File: src/rtl/dm_ibp_buf.sv
// Debug-module IBP decoupling buffer: four independent in-order FIFOs
// (command, write data, read response, write response) gated by dm_active.

module dm_ibp_fifo #(
    parameter int unsigned W     = 1,
    parameter int unsigned DEPTH = 2
) (
    input  logic         clk,
    input  logic         rst_a,
    input  logic         en,
    input  logic         in_valid,
    output logic         in_accept,
    input  logic [W-1:0] in_data,
    output logic         out_valid,
    input  logic         out_accept,
    output logic [W-1:0] out_data,
    output logic         empty
);
    localparam int unsigned CNT_W = $clog2(DEPTH + 1);
    localparam int unsigned PTR_W = (DEPTH > 1) ? $clog2(DEPTH) : 1;

    logic [W-1:0]     mem [DEPTH];
    logic [PTR_W-1:0] wr_ptr;
    logic [PTR_W-1:0] rd_ptr;
    logic [CNT_W-1:0] count;
    logic             full;
    logic             push;
    logic             pop;

    // Accept comes from registered occupancy only, so a full FIFO refuses a push even when popping.
    assign full      = (count == CNT_W'(DEPTH));
    assign empty     = (count == '0);
    assign in_accept = en & ~full;
    assign out_valid = en & ~empty;
    assign push      = in_valid & in_accept;
    assign pop       = out_valid & out_accept;
    assign out_data  = out_valid ? mem[rd_ptr] : '0;

    function automatic logic [PTR_W-1:0] ptr_inc(input logic [PTR_W-1:0] p);
        return (p == PTR_W'(DEPTH - 1)) ? '0 : p + PTR_W'(1);
    endfunction

    always_ff @(posedge clk or posedge rst_a) begin
        if (rst_a) begin
            wr_ptr <= '0;
            rd_ptr <= '0;
            count  <= '0;
            for (int i = 0; i < int'(DEPTH); i++) mem[i] <= '0;
        end else begin
            if (push) begin
                mem[wr_ptr] <= in_data;
                wr_ptr      <= ptr_inc(wr_ptr);
            end
            if (pop) rd_ptr <= ptr_inc(rd_ptr);
            count <= count + CNT_W'(push) - CNT_W'(pop);
        end
    end
endmodule

module dm_ibp_buf #(
    parameter int unsigned SBA_ADDR_W = 32,
    parameter int unsigned SBA_DATA_W = 64,
    parameter int unsigned CMD_DEPTH  = 2,
    parameter int unsigned WR_DEPTH   = 2,
    parameter int unsigned RD_DEPTH   = 2,
    parameter int unsigned RESP_DEPTH = 2
) (
    input  logic                    clk,
    input  logic                    rst_a,
    input  logic                    dm_active,

    input  logic                    mst_cmd_valid,
    output logic                    slv_cmd_accept,
    input  logic                    mst_cmd_read,
    input  logic [SBA_ADDR_W-1:0]   mst_cmd_addr,
    input  logic [3:0]              mst_cmd_space,
    input  logic [3:0]              mst_cmd_burst,
    output logic                    slv_cmd_valid,
    input  logic                    mst_cmd_accept,
    output logic                    slv_cmd_read,
    output logic [SBA_ADDR_W-1:0]   slv_cmd_addr,
    output logic [3:0]              slv_cmd_space,
    output logic [3:0]              slv_cmd_burst,

    input  logic                    mst_wr_valid,
    output logic                    slv_wr_accept,
    input  logic [SBA_DATA_W-1:0]   mst_wr_data,
    input  logic [SBA_DATA_W/8-1:0] mst_wr_mask,
    input  logic                    mst_wr_last,
    output logic                    slv_wr_valid,
    input  logic                    mst_wr_accept,
    output logic [SBA_DATA_W-1:0]   slv_wr_data,
    output logic [SBA_DATA_W/8-1:0] slv_wr_mask,
    output logic                    slv_wr_last,

    input  logic                    mst_rd_valid,
    output logic                    slv_rd_accept,
    input  logic                    mst_rd_err,
    input  logic [SBA_DATA_W-1:0]   mst_rd_data,
    input  logic                    mst_rd_last,
    output logic                    slv_rd_valid,
    input  logic                    mst_rd_accept,
    output logic                    slv_rd_err,
    output logic [SBA_DATA_W-1:0]   slv_rd_data,
    output logic                    slv_rd_last,

    input  logic                    mst_wr_done,
    input  logic                    mst_wr_err,
    output logic                    slv_wr_resp_accept,
    output logic                    slv_wr_done,
    output logic                    slv_wr_err,
    input  logic                    mst_wr_resp_accept,

    output logic                    ibp_idle
);
    localparam int unsigned MASK_W = SBA_DATA_W / 8;
    localparam int unsigned CMD_W  = 1 + SBA_ADDR_W + 8;
    localparam int unsigned WR_W   = SBA_DATA_W + MASK_W + 1;
    localparam int unsigned RD_W   = 1 + SBA_DATA_W + 1;

    logic [CMD_W-1:0] cmd_out;
    logic [WR_W-1:0]  wr_out;
    logic [RD_W-1:0]  rd_out;
    logic [3:0]       empty;

    dm_ibp_fifo #(.W(CMD_W), .DEPTH(CMD_DEPTH)) u_cmd (
        .clk(clk), .rst_a(rst_a), .en(dm_active),
        .in_valid(mst_cmd_valid), .in_accept(slv_cmd_accept),
        .in_data({mst_cmd_read, mst_cmd_addr, mst_cmd_space, mst_cmd_burst}),
        .out_valid(slv_cmd_valid), .out_accept(mst_cmd_accept),
        .out_data(cmd_out), .empty(empty[0])
    );

    dm_ibp_fifo #(.W(WR_W), .DEPTH(WR_DEPTH)) u_wr (
        .clk(clk), .rst_a(rst_a), .en(dm_active),
        .in_valid(mst_wr_valid), .in_accept(slv_wr_accept),
        .in_data({mst_wr_data, mst_wr_mask, mst_wr_last}),
        .out_valid(slv_wr_valid), .out_accept(mst_wr_accept),
        .out_data(wr_out), .empty(empty[1])
    );

    dm_ibp_fifo #(.W(RD_W), .DEPTH(RD_DEPTH)) u_rd (
        .clk(clk), .rst_a(rst_a), .en(dm_active),
        .in_valid(mst_rd_valid), .in_accept(slv_rd_accept),
        .in_data({mst_rd_err, mst_rd_data, mst_rd_last}),
        .out_valid(slv_rd_valid), .out_accept(mst_rd_accept),
        .out_data(rd_out), .empty(empty[2])
    );

    // Write response: the done strobe is the valid, the error bit is the whole entry.
    dm_ibp_fifo #(.W(1), .DEPTH(RESP_DEPTH)) u_resp (
        .clk(clk), .rst_a(rst_a), .en(dm_active),
        .in_valid(mst_wr_done), .in_accept(slv_wr_resp_accept),
        .in_data(mst_wr_err),
        .out_valid(slv_wr_done), .out_accept(mst_wr_resp_accept),
        .out_data(slv_wr_err), .empty(empty[3])
    );

    assign {slv_cmd_read, slv_cmd_addr, slv_cmd_space, slv_cmd_burst} = cmd_out;
    assign {slv_wr_data, slv_wr_mask, slv_wr_last}                   = wr_out;
    assign {slv_rd_err, slv_rd_data, slv_rd_last}                    = rd_out;
    assign ibp_idle = &empty;
endmodule

File: config.mk
export PLATFORM = sky130hd
export DESIGN_NAME = dm_ibp_buf
export DESIGN_NICKNAME = d
export VERILOG_FILES = /design/src/rtl/dm_ibp_buf.sv
export SDC_FILE = /design/constraint.sdc
export NUM_CORES = 1
export LEC_CHECK = 0
export BUFFER_PORTS_ARGS = -buffer_cell sky130_fd_sc_hd__buf_2
export CAP_MARGIN = 20
export CORE_MARGIN = 5
export CORE_UTILIZATION = 55
export CTS_CLUSTER_DIAMETER = 150
export DETAILED_ROUTE_END_ITERATION = 12
export PLACE_DENSITY = 0.84
export SETUP_SLACK_MARGIN = 0.1
export SLEW_MARGIN = 25
export SYNTH_ARGS = -nofsm -noshare
export SYNTH_HDL_FRONTEND = slang
export SYNTH_HIERARCHICAL = 1
export SYNTH_SLANG_ARGS = --single-unit
File: constraint.sdc
create_clock -name clk -period 6.1 [get_ports clk]
set_clock_uncertainty 0.1 [all_clocks]
set_input_delay 1.22 -clock clk [delete_from_list [all_inputs] [get_ports clk]]
set_output_delay 1.22 -clock clk [all_outputs]
set_load 0.01 [all_outputs]
==> results.cfg, run 1 <==
[status]
status = finished, final reports clean

[placed_design]
post-dp-hpwl_mm = 27.1
port-buffer-count = 381
post-place-cells = 1970
post-place-ws_ns = 2.11
placed_cell_area_um2 = 19700
gp_congestion = 0.815

[pwr]
power_density_nw_per_um2 = 554
power.leakage_nw = 10.6
vdd_drop_max_mv = 0.347

[clock_tree]
insertion_delay_ns = 0.52
clkTransAtPathRegs_ns = 0.06
numCtsBuffers = 42
cts_tree = built
cts-htree-levels = 2
post_cts_buffers = 0
cts_sinks = 378
cts.repair.resized = 0
clockBufferDepth = 3
holdBufCountCts = 0
root_buffer = clkbuf_16

[logic_synthesis]
syn_nets = 1448
synth_ff_type = dfrtp_1
synthCells = 1248
synth_edf_count = 0
synth_seq_cells = 378
synth_area_leaders = dfrtp_1 54%, mux2_2 13%, mux2_4 13%, mux2i_1 10%, nor2_1 3.9%
avgSynthCellArea_um2 = 14.1
synth_cell_types = 31
synth_area_um2 = 17600
seq_area_frac_synth_pct = 53.7
async_flop_share_pct = 100
synth_top_area_share_pct = 53.7
yosys.area.top_type = dfrtp_1
synth_warnings = 6

[die]
pin_count = 382
core-area_um2 = 31600
die_x_um = 189
die_h_um = 189
dieArea_um2 = 35700
initial_utilization_pct = 55.8
num_rows = 65

[global_routing]
first_global_vias = 12296
grt_start_max_net_pins = 103
grt_util_all_layers_pct = 22.5
grt_pass1_wl_mm = 66.0
antenna_found_initial = 11
gr-total-overflow = 0

[sta]
slew-limit-headroom_pct = 31.3
timing.hold.ws_ns = 0.398
setup_viol = 0
worstMarginPinSlew_ns = 1.03
drv_slew = 0
finalHoldViolations = 0
layout_setup_ws_ns = 2.08
rsz0062_at_grt = false
fmax_mhz = 249
fin_crit_ns = 4.02
tns_ns = 0
finalCritPeriodShare_pct = 65.9

[route]
post_drt_wl_per_cell_um = 19.9
drtIter0Drc = 461
routed.top_layer = met5
wl_met3_mm = 2.43
ant_nets = 0
vias_per_cell = 5.42
wl_met2_mm = 20.5
totalWireLength_mm = 40.8
drc = 0
firstDrtPassIters = 4
num_vias = 11151
routedLengthMet1_mm = 16.6

[flow_run]
cap_violations = 0

[final_layout]
fin_nets = 1813
area_growth_pct = 20.1
stdcell_count = 2056
design_area_um2 = 21200
final_common_cell = buf_2
drive_gt1_share_pct = 50.9
mostFrequentLayoutCells = 381 x buf_2, 375 x dfrtp_1, 205 x mux2_2

[critical_path]
worstPathArrival_ns = 2.70
endpoint = slv_wr_data[52]
rr_startpoint = u_wr/count[0]
endpoint_kind = primary output
cp-start-kind = input pin
critPathRequiredTime_ns = 4.78
critPathKind = input pin to primary output
rrSetupSlack_ns = 3.42
r2r_end = u_wr/mem[100]
rr_worst_depth = 4
critPathMaxFanout = 74
crit_path_start = dm_active

[worst_hold_path]
hold_class = flop to flop
[where the power goes]
part / switching (mW) / internal, mW / total [mW]
Combinational: 1.96 / 2.53 / 4.49
Clock: 0.994 / 1.56 / 2.55
Sequential: 0.878 / 3.80 / 4.68
Total: 3.84 / 7.89 / 11.7
[critical path, stage by stage]
cell,delay (ns)
buf_2,0.24
o21ai_4,0.10
buf_4,0.64
nor2_1,0.18
buf_2,0.20
[through the flow]
step | utilization, % | power [mW]
4_1_cts | 66.9 | 11.8
2_1_floorplan | - | 7.86
5_1_grt | 67.1 | 12.4
3_3_place_gp | 62.4 | 8.96
6_report | 67.1 | 11.7
3_5_place_dp | 62.4 | 9.17
[flip-flops by register name, summed over array words and instances, names as in the netlist, 2 cells and up]
name / count
u_wr/mem: 146
u_rd/mem: 132
u_cmd/mem: 82
u_cmd/count: 2
u_rd/count: 2
u_resp/count: 2
u_resp/mem: 2
u_wr/count: 2
[Yosys cell counts (4+ instances only)]
cell,count
and2_1,6
buf_2,47
buf_4,4
buf_6,10
buf_8,7
clkbuf_1,10
dfrtp_1,378
ha_1,8
inv_1,11
mux2_1,7
mux2_2,205
mux2_4,150
mux2i_1,181
nand3_1,4
nor2_1,184
xnor2_1,12
[worst min-delay path by stage]
stage	start	to	slack [ns]	cells after the start
2_1_floorplan	u_resp/wr_ptr	u_resp/wr_ptr	0.36	1
3_3_place_gp	u_wr/mem[69]	u_wr/mem[69]	0.37	1
3_5_place_dp	u_wr/mem[70]	u_wr/mem[70]	0.38	1
4_1_cts	u_wr/mem[70]	u_wr/mem[70]	0.40	1
5_1_grt	u_rd/mem[44]	u_rd/mem[44]	0.41	1
6_report	u_resp/mem[0]	u_resp/mem[0]	0.40	1
[routing by layer]
| layer | vias up | global-route usage, % |
|---|---|---|
| met5 | - | 0 |
| met4 | 4 | 8.27 |
| met3 | 86 | 5.25 |
| met2 | 329 | 38.0 |
| met1 | 5659 | 28.7 |
| li1 | 5073 | - |
[layout make-up]
cell class                      instances  area [um2]
Fill cell                            2294       10400
Sequential cell                       378        9470
Multi-Input combinational cell        781        7640
Timing Repair Buffer                  399        2060
Clock buffer                           62        1260
Tap cell                              402         503
Clock inverter                         14         155
Inverter                               11        50.0
Antenna cell                            9        22.5
[logic make-up after synthesis]
family / Yosys count / share of synthesized area (%)
buf+inv: 89 / 3.19
fa+ha+maj: 8 / 0.568
compound gates: 4 / 0.128
flops: 378 / 53.7
xor+xnor: 16 / 0.838
mux: 543 / 36.6
simple gates: 210 / 4.99
(Power assumes the default switching activity.)
==> run 2, diff against run 1 <==
Clock period 6.1 ns to 3.91 ns, I/O delays scaled along.
==> run 2 against run 1 <==
Effect of this change: combinational power up 61%; highest routed layer unchanged; count of clock-buffer cells in the layout down 1; critical endpoint is now slv_wr_data[40]; die area unchanged; flip-flop and latch count unchanged.
==> results.cfg, run 2 (synthesis gave the netlist of run 1 again) <==
[route]
totalWireLength_mm = 40.5
drtIter0Drc = 499
drc = 0
num_vias = 11130
vias_per_cell = 5.37
firstDrtPassIters = 5
post_drt_wl_per_cell_um = 19.6
ant_nets = 0

[clock_tree]
cts.repair.resized = 0
cts_tree = built
cts_sinks = 378
clockBufferDepth = 3
cts-htree-levels = 2
clkTransAtPathRegs_ns = 0.07
holdBufCountCts = 0
root_buffer = clkbuf_16
numCtsBuffers = 42
insertion_delay_ns = 0.51
post_cts_buffers = 0

[final_layout]
mostFrequentLayoutCells = 381 x buf_2, 375 x dfrtp_1, 205 x mux2_2
regMostFlops = u_wr/mem
drive_gt1_share_pct = 51.3
final_common_cell = buf_2
largest_register_ff_count = 146
top_regs = u_wr/mem x146, u_rd/mem x132, u_cmd/mem x82
fin_nets = 1826
area_growth_pct = 21.2

[global_routing]
grt_start_max_net_pins = 137
gr-total-overflow = 0
antenna_found_initial = 15
grt_util_all_layers_pct = 22.2
grt_pass1_wl_mm = 64.9
first_global_vias = 12149

[sta]
finalHoldViolations = 0
tns_ns = 0
rsz0062_at_grt = false
worstMarginPinSlew_ns = 0.757
drv_slew = 0
layout_setup_ws_ns = 0.837
fin_crit_ns = 3.07
finalCritPeriodShare_pct = 78.6
setup_viol = 0
slew-limit-headroom_pct = 49.5
fmax_mhz = 325

[critical_path]
rr_worst_depth = 9
cp_cell_sequence = o21ai_4 -> buf_4 -> nor2_1 -> buf_2
rrSetupSlack_ns = 1.35
endpoint_kind = primary output
critPathRequiredTime_ns = 3.03
worstPathArrival_ns = 2.19
critPathMaxFanout = 23
crit_path_max_incr_delay_ns = 0.64
rr_startpoint = u_wr/count[1]
crit_path_top_delay_cell = o21ai_4
path_buf_inv = 2
cp-start-kind = flop
critPathKind = flop to primary output
cp_top_family = compound AO/OA/AOI/OAI gates
r2r_end = u_wr/count[1]

[worst_hold_path]
hold_class = input pin to asynchronous set/reset pin

[placed_design]
post-place-ws_ns = 0.997
gp_congestion = 0.810
port-buffer-count = 381
post-dp-hpwl_mm = 27.8

[pwr]
vdd_drop_max_mv = 0.504
power_density_nw_per_um2 = 857
power.leakage_nw = 10.7

[die]
num_rows = 65
initial_utilization_pct = 55.8
pin_count = 382
die_x_um = 189
die_h_um = 189
core-area_um2 = 31600
dieArea_um2 = 35700

[flow_run]
cap_violations = 0

[status]
status = finished, final reports clean
[run 2: changes by cell type in the layout (fill, tap and decap cells not counted), moves of 2 or more]
cell,delta
buf_12,+9
clkinv_2,-2
buf_4,+3
clkbuf_16,-2
diode_2,+6
[run 2: through the flow]
| step | hold slack [ns] | std cells | util [%] | cell area [um2] | total power [mW] |
|---|---|---|---|---|---|
| after floorplan | 0.359 | 1248 | - | 17600 | 12.3 |
| final | 0.162 | 2073 | 67.7 | 21400 | 18.3 |
| after detailed placement | 0.383 | 1983 | 63.2 | 19900 | 14.4 |
| after global placement | 0.373 | 1982 | 63.1 | 19900 | 14.1 |
| after global routing | 0.174 | 2070 | 67.7 | 21400 | 19.4 |
| after CTS | 0.139 | 2057 | 67.5 | 21300 | 18.4 |
[run 2: cell type report]
class	count	area (um2)
Fill cell	2250	10200
Sequential cell	378	9470
Multi-Input combinational cell	781	7650
Timing Repair Buffer	412	2290
Clock buffer	61	1220
Tap cell	402	503
Clock inverter	13	131
Inverter	11	51.3
Antenna cell	15	37.5
[run 2: worst register-to-register path, cell delays in order, from the launching register on]
cell and delay (ns):
dfrtp_1 0.44, o21ai_4 0.64, buf_16 0.24, inv_1 0.06, and2_1 0.20, ha_1 0.28
inv_1 0.04, ha_1 0.18, xnor2_1 0.18, xnor2_1 0.14
[run 2: report_power, final]
| part | internal, mW | switching (mW) |
|---|---|---|
| Sequential | 5.93 | 1.29 |
| Combinational | 4.06 | 3.18 |
| Clock | 2.31 | 1.54 |
[run 2: worst max path at each step]
stage                   from               to  slack (ns)  cells after the start
2_1_floorplan          rst_a   u_cmd/count[0]        0.81                      1
3_3_place_gp       dm_active  slv_wr_data[44]        0.99                      5
3_5_place_dp       dm_active  slv_cmd_addr[7]         1.0                      5
4_1_cts        u_rd/count[1]  slv_rd_data[21]        0.59                      4
5_1_grt        u_wr/count[1]  slv_wr_data[52]        0.69                      4
6_report       u_wr/count[1]  slv_wr_data[40]        0.84                      4
[run 2: routing by layer]
layer | track usage [%] | vias to the layer above | share of wire [%]
li1 | - | 5103 | -
met1 | 28.7 | 5615 | 41
met2 | 36.8 | 329 | 50
met3 | 4.92 | 77 | 6.5
met4 | 8.46 | 6 | 3.2
met5 | 0 | - | 0.11
==> run 3, diff against run 2 <==
Settings changed: ABC_AREA set to 1, CORE_UTILIZATION 55 to 56.
Clock period 3.91 ns to 3.15 ns, I/O delays scaled along.
==> run 3 against run 2 <==
Effect of this change: flip-flop and latch count is the same; count of clock-buffer cells in the layout is the same; critical path depth is 2 higher; first-iteration DRC count increased to 3.9 times the previous value; power rose by 23%; synthesized cell count rose by 120%; synthesized area is 10% higher; worst hold slack better by 0.089 ns; critical path type unchanged.
==> results.cfg, run 3 <==
[route]
totalWireLength_mm = 56.8
drc = 0
drtIter0Drc = 1949
num_vias = 19228
ant_nets = 0
firstDrtPassIters = 7
post_drt_wl_per_cell_um = 16.5
vias_per_cell = 5.59

[clock_tree]
cts_sinks = 378
clkTransAtPathRegs_ns = 0.06
clockBufferDepth = 3
cts-htree-levels = 2
numCtsBuffers = 41
insertion_delay_ns = 0.53
root_buffer = clkbuf_16
post_cts_buffers = 0
cts_tree = built

[logic_synthesis]
syn_nets = 2887
synth_ff_type = dfrtp_1
synth_seq_cells = 378
yosysMostFrequentCell = nand2_1
synth_common_cells = 1,474 x nand2_1, 378 x dfrtp_1, 369 x nand4_1, 205 x inv_1, 100 x buf_2
synth_top_area_share_pct = 48.8
avgSynthCellArea_um2 = 7.21
synth_warnings = 6
seq_area_frac_synth_pct = 48.8
async_flop_share_pct = 100
synth_area_leaders = dfrtp_1 49%, nand2_1 29%, nand4_1 12%, inv_1 4.0%, buf_2 2.6%
synth_edf_count = 0
synth_cell_types = 22
yosys.area.top_type = dfrtp_1
synthCells = 2687
synth_area_um2 = 19400

[final_layout]
largest_register_ff_count = 146
area_growth_pct = 17.2
regMostFlops = u_wr/mem
fin_nets = 3142
mostFrequentLayoutCells = 1,474 x nand2_1, 379 x buf_2, 374 x dfrtp_1
final_common_cell = nand2_1
fin_util_pct = 66.1
top_regs = u_wr/mem x146, u_rd/mem x132, u_cmd/mem x82
drive_gt1_share_pct = 17.2
fill_cells = 2862

[critical_path]
path_buf_inv = 4
rr_worst_depth = 5
worstPathArrival_ns = 2.20
crit_cells = 6
crit_path_top_delay_cell = dfrtp_1
endpoint_kind = primary output
cp_top_family = buffers and inverters
critPathMaxFanout = 31
crit_path_max_incr_delay_ns = 0.45
cp-start-kind = flop
cp_cell_sequence = o21ai_1 -> clkinvlp_4 -> buf_12 -> nand2_1 -> inv_1 -> buf_2
critPathKind = flop to primary output
critPathRequiredTime_ns = 2.42

[sta]
timing.hold.ws_ns = 0.251
finalHoldViolations = 0
slew-limit-headroom_pct = 39.7
drv_slew = 0
fin_crit_ns = 2.93
worstMarginPinSlew_ns = 0.905
tns_ns = 0
rsz0062_at_grt = false
fmax_mhz = 341
finalCritPeriodShare_pct = 93.0
setup_viol = 0

[global_routing]
grt_start_max_net_pins = 151
gr-total-overflow = 0
grt_util_all_layers_pct = 28.4
first_global_vias = 18583
antenna_found_initial = 21
grt_pass1_wl_mm = 92.1

[pwr]
seqPwrFrac_pct = 37.4
p_clk_share_pct = 20.7
power.leakage_nw = 14.1
power_density_nw_per_um2 = 994
pwr-share-comb_pct = 41.9
vdd_drop_max_mv = 0.526
internal_power_mw = 13.0
switchingPower_mw = 9.59
switching_share_pct = 42.5

[die]
core-area_um2 = 34400
dieArea_um2 = 38400
pin_count = 382
num_rows = 68
die_x_um = 196
initial_utilization_pct = 56.4
die_h_um = 196

[worst_hold_path]
holdPathStages = 3
hold_class = input pin to flop

[placed_design]
gp_congestion = 0.873
post-dp-hpwl_mm = 34.3
port-buffer-count = 381

[flow_run]
cap_violations = 0

[status]
status = finished, final reports clean
run 3: cell types whose count changed in the layout (fill, tap and decap cells not counted), moves of 6 or more:
cell / previous run / this run
buf_4: 20 / 39
and2_1: 6 / 0
mux2_1: 7 / 0
mux2_2: 205 / 0
mux2i_1: 181 / 0
nor2_1: 184 / 7
nand2_1: 0 / 1474
inv_2: 0 / 10
nand4_1: 3 / 369
mux2_4: 150 / 0
inv_1: 8 / 196
run 3: layout make-up:
type / instances / area [um2] / share of cell area (%)
flip-flops and latches: 378 / 9460 / 41.7
well taps: 455 / 569 / 2.51
clock inverters: 8 / 118 / 0.518
multi-input cells: 1881 / 8180 / 36.0
inverters: 212 / 810 / 3.56
diodes: 16 / 40.0 / 0.176
clock buffers: 61 / 1160 / 5.11
repair buffers: 428 / 2380 / 10.5
run 3: power by group through the flow:
stage               combinational, mW  sequential (mW)  clock (mW)
floorplan                        6.72             8.08           0
global placement                 9.05             8.36           0
detailed placement               9.25             8.47           0
CTS                              9.37             8.42        4.75
global route                     10.6             8.71        4.96
finish                           9.46             8.45        4.67
run 3: worst paths after layout:
check / startpoint / slack (ns) / to
max: u_cmd/count[1] / 0.22 / slv_cmd_addr[28]
min: mst_cmd_addr[12] / 0.25 / u_cmd/mem[61]
max reg2reg: u_wr/count[1] / 1.09 / u_wr/mem[66]
min reg2reg: u_rd/mem[64] / 0.38 / u_rd/mem[64]
max in group asynchronous: rst_a / 1.40 / u_rd/mem[70]
min in group asynchronous: rst_a / 0.58 / u_resp/rd_ptr
run 3: through the flow:
step           std cells  area, um2  total power [mW]  worst slack [ns]
3_3_place_gp        3353      21400              17.4             0.465
4_1_cts             3423      22700              22.5             0.175
3_5_place_dp        3353      21400              17.7             0.418
2_1_floorplan       2687      19400              14.8             0.198
6_report            3439      22700              22.6             0.220
5_1_grt             3436      22700              24.2             0.127
run 3: cell families (layout without fill, tap and decap cells):
family / after synthesis / count (layout) / synth area share (%)
other: 0 / 16 / 0
adder cells (fa/ha/maj): 8 / 8 / 0.516
AO/OA/AOI/OAI: 10 / 10 / 0.316
XOR/XNOR: 8 / 8 / 0.362
AND/OR/NAND/NOR: 1855 / 1855 / 40.8
buffers and inverters: 428 / 709 / 9.19
flip-flops: 378 / 378 / 48.8
run 3: tightest hold or removal path, stage by stage:
cell     delay [ns]
buf_2          0.09
nand4_1        0.07
nand2_1        0.06
run 3: layer usage:
metal	global-route usage [%]	part of all wire (%)	vias up
li1	-	-	9001
met1	37.5	39	9060
met2	46.3	48	1019
met3	6.27	9.9	138
met4	11.0	3.2	10
met5	0	0.090	-
run 3: timing repair:
action / CTS / global route
gates resized for setup: 0 / 1
endpoints found under the hold margin: 6 / 0
hold buffers: 1 / 0
setup endpoints to repair: 0 / 28
